`config.mk`:
```
export PLATFORM = sky130hd
export DESIGN_NAME = shift_seq_ctrl
export DESIGN_NICKNAME = d
export VERILOG_FILES = /design/src/rtl/shift_seq_ctrl.sv
export SDC_FILE = /design/constraint.sdc
export NUM_CORES = 1
export LEC_CHECK = 0
export CORE_MARGIN = 2
export CORE_UTILIZATION = 25
export CTS_CLUSTER_SIZE = 30
export DETAILED_ROUTE_END_ITERATION = 6
export DONT_BUFFER_PORTS = 1
export GPL_TIMING_DRIVEN = 0
export PLACE_DENSITY_LB_ADDON = 0.1
export SLEW_MARGIN = 30
export SYNTH_ARGS = -nofsm -noshare
export SYNTH_HDL_FRONTEND = slang
export SYNTH_SLANG_ARGS = --single-unit
```
`constraint.sdc`:
```
create_clock -name clk -period 4.6 [get_ports clk]
set_input_delay 1.15 -clock clk [delete_from_list [all_inputs] [get_ports clk]]
set_output_delay 1.15 -clock clk [all_outputs]
set_load 0.005 [all_outputs]
```
`src/rtl/shift_seq_ctrl.sv`:
```
// Multicycle sequencer for an external 64-bit shifter: splits a shift into steps of at most STEP_MAX bits.
// Optional macro SHIFT_SINGLE_CYCLE_EN issues the whole amount in a single step.
module shift_seq_ctrl #(
    parameter int WIDTH    = 64,
    parameter int AMT_W    = 6,
    parameter int STEP_MAX = 16
) (
    input  logic             clk,
    input  logic             reset,
    input  logic             start,
    input  logic [1:0]       op,
    input  logic [WIDTH-1:0] rs1,
    input  logic [AMT_W-1:0] shamt,
    output logic             busy,
    output logic             done,
    output logic             reg_wr,
    output logic [WIDTH-1:0] result,
    output logic [1:0]       shift_sel,
    output logic [AMT_W-1:0] shift_n,
    output logic [WIDTH-1:0] shift_in,
    input  logic [WIDTH-1:0] shift_out
);

    typedef enum logic [1:0] {
        IDLE = 2'd0,
        STEP = 2'd1,
        DONE = 2'd2
    } state_t;

    localparam logic [1:0]       OP_PASS  = 2'b11;
    localparam logic [AMT_W-1:0] STEP_LIM = AMT_W'(STEP_MAX);

    state_t           state_r;
    state_t           next_state_s;
    logic [1:0]       op_r;
    logic [WIDTH-1:0] acc_r;
    logic [WIDTH-1:0] acc_next_s;
    logic [AMT_W-1:0] rem_r;
    logic [AMT_W-1:0] rem_next_s;
    logic [AMT_W-1:0] step_n_s;

    // Amount issued to the shifter this step
    always_comb begin
`ifdef SHIFT_SINGLE_CYCLE_EN
        step_n_s = rem_r;
`else
        if (rem_r < STEP_LIM) begin
            step_n_s = rem_r;
        end else begin
            step_n_s = STEP_LIM;
        end
`endif
    end

    // State register
    always_ff @(posedge clk or posedge reset) begin
        if (reset) begin
            state_r <= IDLE;
        end else begin
            state_r <= next_state_s;
        end
    end

    // Next-state and next accumulator/remaining-amount logic
    always_comb begin
        next_state_s = state_r;
        acc_next_s   = acc_r;
        rem_next_s   = rem_r;
        case (state_r)
            IDLE: begin
                if (start) begin
                    acc_next_s = rs1;
                    rem_next_s = shamt;
                    if ((shamt == {AMT_W{1'b0}}) || (op == OP_PASS)) begin
                        next_state_s = DONE;
                    end else begin
                        next_state_s = STEP;
                    end
                end else begin
                    next_state_s = IDLE;
                end
            end
            STEP: begin
                acc_next_s = shift_out;
                rem_next_s = rem_r - step_n_s;
                if (rem_next_s == {AMT_W{1'b0}}) begin
                    next_state_s = DONE;
                end else begin
                    next_state_s = STEP;
                end
            end
            DONE: begin
                next_state_s = IDLE;
            end
            default: begin
                next_state_s = IDLE;
            end
        endcase
    end

    // Datapath registers; result captures the final value on entry to DONE
    always_ff @(posedge clk or posedge reset) begin
        if (reset) begin
            acc_r  <= {WIDTH{1'b0}};
            rem_r  <= {AMT_W{1'b0}};
            op_r   <= 2'b00;
            result <= {WIDTH{1'b0}};
        end else begin
            acc_r <= acc_next_s;
            rem_r <= rem_next_s;
            if ((state_r == IDLE) && start) begin
                op_r <= op;
            end else begin
                op_r <= op_r;
            end
            if (next_state_s == DONE) begin
                result <= acc_next_s;
            end else begin
                result <= result;
            end
        end
    end

    // Outputs decoded from state; the shifter idles in pass mode outside STEP
    always_comb begin
        busy      = 1'b0;
        done      = 1'b0;
        reg_wr    = 1'b0;
        shift_sel = OP_PASS;
        shift_n   = {AMT_W{1'b0}};
        shift_in  = acc_r;
        case (state_r)
            IDLE: begin
                busy = 1'b0;
            end
            STEP: begin
                busy      = 1'b1;
                shift_sel = op_r;
                shift_n   = step_n_s;
            end
            DONE: begin
                busy   = 1'b1;
                done   = 1'b1;
                reg_wr = 1'b1;
            end
            default: begin
                busy = 1'b0;
            end
        endcase
    end

endmodule

```
**Word-level counts from Yosys, hierarchy flattened**

Cells that the tools add are included.

- Latch bits: 0
- Word-level logic and storage cells: 33
- Memories: 0
- Output and inout port bits: 139
- Bits of input ports: 139
- Bits in registers: 138
- Bits in writable memories: 0
- Memory bits (read-only): 0

- Eq/ne operators: 5
- Bitwise operators: 0
- Shifts and indexed selects: 0
- Mux-type cells: 13
- Order comparisons: 1
- Divide/modulo/power cells: 0
- Add/sub/neg operators: 1
- Multipliers: 0
- Reductions and logical operators: 8

Operators by type and width:

| kind | number |
|---|---|
| $pmux 64 s2 | 1 |
| $mux 64 | 1 |
| $mux 6 | 3 |
| $logic_not 6->1 | 2 |
| $pmux 6 s2 | 1 |
| $mux 2 | 4 |
| $eq 2x2->1 const B | 3 |
| $lt 6x5->1 const B | 1 |
| $sub 6x6->6 | 1 |
| $pmux 2 s2 | 1 |
| $eq 2x1->1 const B | 1 |
| $logic_not 2->1 | 1 |
| $mux 1 | 2 |
| $ne 2x2->1 const B | 1 |
| $reduce_and 2->1 | 1 |
| $reduce_bool 2->1 | 1 |
| $reduce_or 2->1 | 1 |
| $logic_and 1x1->1 | 1 |
| $logic_or 1x1->1 | 1 |

**Logic depth before layout (Yosys ltp)**

- Depth in word-level cells: 7
- Depth in mapped cells: 9
- Mapped depth without buffers: 6

**Worst setup path before layout**

OpenSTA, ideal clock, no wires.

- Kind: input to register
- Start: in shamt[2]
- End: reg result[0]
- Arrival time: 2.629 ns
- Slack: 1.846 ns
- Library setup time: 0.125 ns
- Data required time: 4.475 ns
- Cell stages on the path: 6
- Path through: or4_4 -> nor3_4 -> o221a_2 -> buf_12 -> buf_12 -> mux2_4

- Longest elaborated chain between the ends: 6

RTL lines:

| item | line | RTL |
|---|---|---|
| from (decl) | 13 | `input logic [AMT_W-1:0] shamt,` |
| $logic_not 6->1 | 74 | `if ((shamt == {AMT_W{1'b0}}) \|\| (op == OP_PASS)) begin` |
| $logic_or 1x1->1 | 74 |  |
| $mux 2 | 74 |  |
| $mux 2 | 71 | `if (start) begin` |
| $pmux 2 s2 | 69 | `case (state_r)` |
| $eq 2x2->1 | 116 | `if (next_state_s == DONE) begin` |
| to (signal assigned) | 107 | `result <= {WIDTH{1'b0}};` |
| to (signal assigned) | 117 | `result <= acc_next_s;` |
| to (signal assigned) | 119 | `result <= result;` |
| to (decl) | 17 | `output logic [WIDTH-1:0] result,` |

Every way passes these cells.
A chain may end at the register's enable or synchronous reset.

**Worst setup path after layout**

- Start: reg state_r[1]
- End: out shift_n[3]

- Longest elaborated chain between the ends: 2

RTL lines:

| item | line | RTL |
|---|---|---|
| from (decl) | 33 | `state_t state_r;` |
| from (signal assigned) | 60 | `state_r <= next_state_s;` |
| $eq 2x1->1 | 132 | `case (state_r)` |
| $mux 6 | 132 |  |
| to (decl) | 19 | `output logic [AMT_W-1:0] shift_n,` |

Every way passes these cells.

==> flow_summary.toml <==
[power]
p_leak_nw = 3.52
cellPowerDensity_nw_per_um2 = 891
ir_worst_vdd_mv = 0.235
switching_share_pct = 38.0
switchingPower_w = 0.00266
p_clk_share_pct = 20.8
p_int_w = 0.00433
power_w = 0.00698
combPwrFrac_pct = 43.2
pwr-share-seq_pct = 36.0

[global_route]
antenna_found_initial = 0
first_global_vias = 4698
grt_start_max_net_pins = 30
grt_use_total_pct = 13.7
grt_overflow = 0
grt_pass1_wl_mm = 29.3

[final_layout]
final_common_cell = "dfrtp_1"
nets = 711
layout_common_cells = "dfrtp_1, nand2_1, mux2_2"
num_antenna_cells = 0
drive_gt1_share_pct = 31.8
area_growth_pct = 17.2
fillers = 2671

[clock_network]
htree_levels = 4
cts_tree = "done"
cts_hold_buf = 0
clock-sinks = 138
cts_buffers = 17
clk_pin_slew_ns = 0.07
clockBufferDepth = 2
cts_resized = 0
cts_setup_buffers = 0
cts_root_buf = "clkbuf_16"
insertion_delay_ns = 0.41

[yosys]
ys_seq_area_share_pct = 51.7
ys_types = 30
avgSynthCellArea_um2 = 12.3
synth_top_family_by_area = "multiplexers"
yosys.area_share.simple_pct = 9.06
synthMuxAreaShare_pct = 25.3
synth_fa_ha_area_share_pct = 0.562
synth_cells = 545
synth_nets = 687
synth_compound_gate_area_share_pct = 9.14
synth-xor-area-share_pct = 0
synth-seq-cells = 138
netlist_area_um2 = 6680
yosysWarnings = 0

[die]
die_y_um = 168
die-area_um2 = 28100
coreArea_um2 = 26100
initial_core_util_pct = 25.6
die_x_um = 168
num_io_pins = 278
row_count = 59

[detailed_routing]
drc_errors = 23
drt_iter0_drc = 246
totalWireLength_mm = 19.1
firstDrtPassIters = 7
ant_nets = 0
vias = 4349
via_per_inst = 4.75
wire_per_inst_um = 20.9

[timing]
setup_viol = 0
fin_hold_ws_ns = 0.501
max_freq_ghz = 0.252
drv_slew = 0
worst_pin_slew_ns = 0.870
finalCritPeriodShare_pct = 86.1
fin_crit_ns = 3.96
rsz0062_at_grt = "false"
tns_ns = 0
max-slew-margin-rel_pct = 42.0
fin_skew_ns = 0.0103
finalHoldViolCount = 0
setup_slack_ns = 0.638

[setup_path]
start_kind = "flop"
arrival_ns = 2.81
worstPathMaxFanout = 10
critPathRequiredTime_ns = 3.45
critPathCaptureType = "primary output"
critPathKind = "reg -> out"

[placed_design]
dp.final_hpwl_mm = 14.3
post-place-ws_ns = 0.959
gpl.final_weighted_congestion = 0.757
portBuffers = 0

[min_path]
hp-class = "reg -> reg"

[run]
cap_viol_max_count = 0

[run_status]
violations = "DRC"
status = "finished, violations left"
==> path summary, 6_finish.rpt <==
path / from / end / slack [ns] / cells past startpoint
setup / recovery: state_r[1] / shift_n[3] / 0.64 / 7
hold / removal: op_r[0] / op_r[0] / 0.50 / 1
min in group asynchronous: reset / result[10] / 0.65 / 1
hold reg to reg: op_r[0] / op_r[0] / 0.50 / 1
max in group asynchronous: reset / result[25] / 3.04 / 4
setup reg to reg: state_r[1] / result[0] / 2.07 / 7
==> power by group through the flow <==
stage | clock network (W) | registers (W) | logic, W
CTS | 0.00150 | 0.00253 | 0.00310
floorplan | 0 | 0.00230 | 0.00246
finish | 0.00145 | 0.00251 | 0.00302
global placement | 0 | 0.00255 | 0.00303
global route | 0.00155 | 0.00262 | 0.00335
detailed placement | 0 | 0.00253 | 0.00311
==> worst max-delay path: stages, from the launching register on <==
cell	delay, ns
dfrtp_1	0.38
inv_1	0.08
ha_1	0.25
clkbuf_1	0.68
clkbuf_1	0.46
nand2_1	0.14
nor2_1	0.22
and2_1	0.18
==> per-layer routing <==
layer | up-vias | part of all wire, % | global-route usage [%]
met2 | 206 | 47 | 21.6
met1 | 2155 | 43 | 17.5
met3 | 11 | 9.8 | 5.20
met4 | 0 | 0.81 | 3.86
met5 | - | 0 | 0
li1 | 1977 | - | -
==> flip-flops by register name, indices dropped and copies added, names as in the netlist <==
signal and count:
op_r 2, rem_r 6, result 64, shift_in 64
state_r 2
==> stage by stage <==
stage                     std cells  area [µm²]  util (%)
final                           916        7840      30.0
after floorplan                 545        6690         -
after global placement          880        7110      27.2
after detailed placement        885        7220      27.6
after global routing            916        7840      30.0
after CTS                       916        7840      30.0
==> synthesized netlist by cell type (all sizes together) <==
cell type / instances / area, µm²
ha: 3 / 37.5
o21a: 1 / 7.51
a22oi: 64 / 480
nor2b: 2 / 12.5
nor3: 2 / 21.3
dfrtp: 138 / 3450
inv: 4 / 15.0
a22o: 4 / 36.3
and2: 5 / 31.3
clkbuf: 19 / 71.3
conb: 1 / 3.75
nand2: 133 / 499
mux2: 130 / 1690
or4: 1 / 11.3
o21ai: 3 / 15.0
nand2b: 3 / 18.8
a21o: 1 / 7.51
o22ai: 2 / 12.5
a2bb2oi: 1 / 8.76
buf: 19 / 198
o41a: 1 / 11.3
o221a: 1 / 11.3
a21oi: 4 / 20.0
nor2: 3 / 11.3
==> area by class of cell <==
| class | instances | area, µm² | area share, % |
|---|---|---|---|
| clock buffers | 19 | 453 | 5.78 |
| well taps | 335 | 419 | 5.35 |
| flip-flops and latches | 138 | 3450 | 44.1 |
| multi-input cells | 365 | 2950 | 37.6 |
| plain buffers | 38 | 269 | 3.43 |
| inverters | 4 | 18.8 | 0.240 |
| repair buffers | 5 | 108 | 1.37 |
| clock inverters | 12 | 165 | 2.11 |
==> cell families (layout without fill, tap and decap cells) <==
group | after synthesis | in the layout
other | 1 | 1
buffers and inverters | 42 | 78
AOI/OAI and AO/OA | 82 | 82
and+or+nand+nor | 149 | 149
muxes | 130 | 130
DFF | 138 | 138
adders and majority gates | 3 | 3
Power figures use the tool's default switching activity.
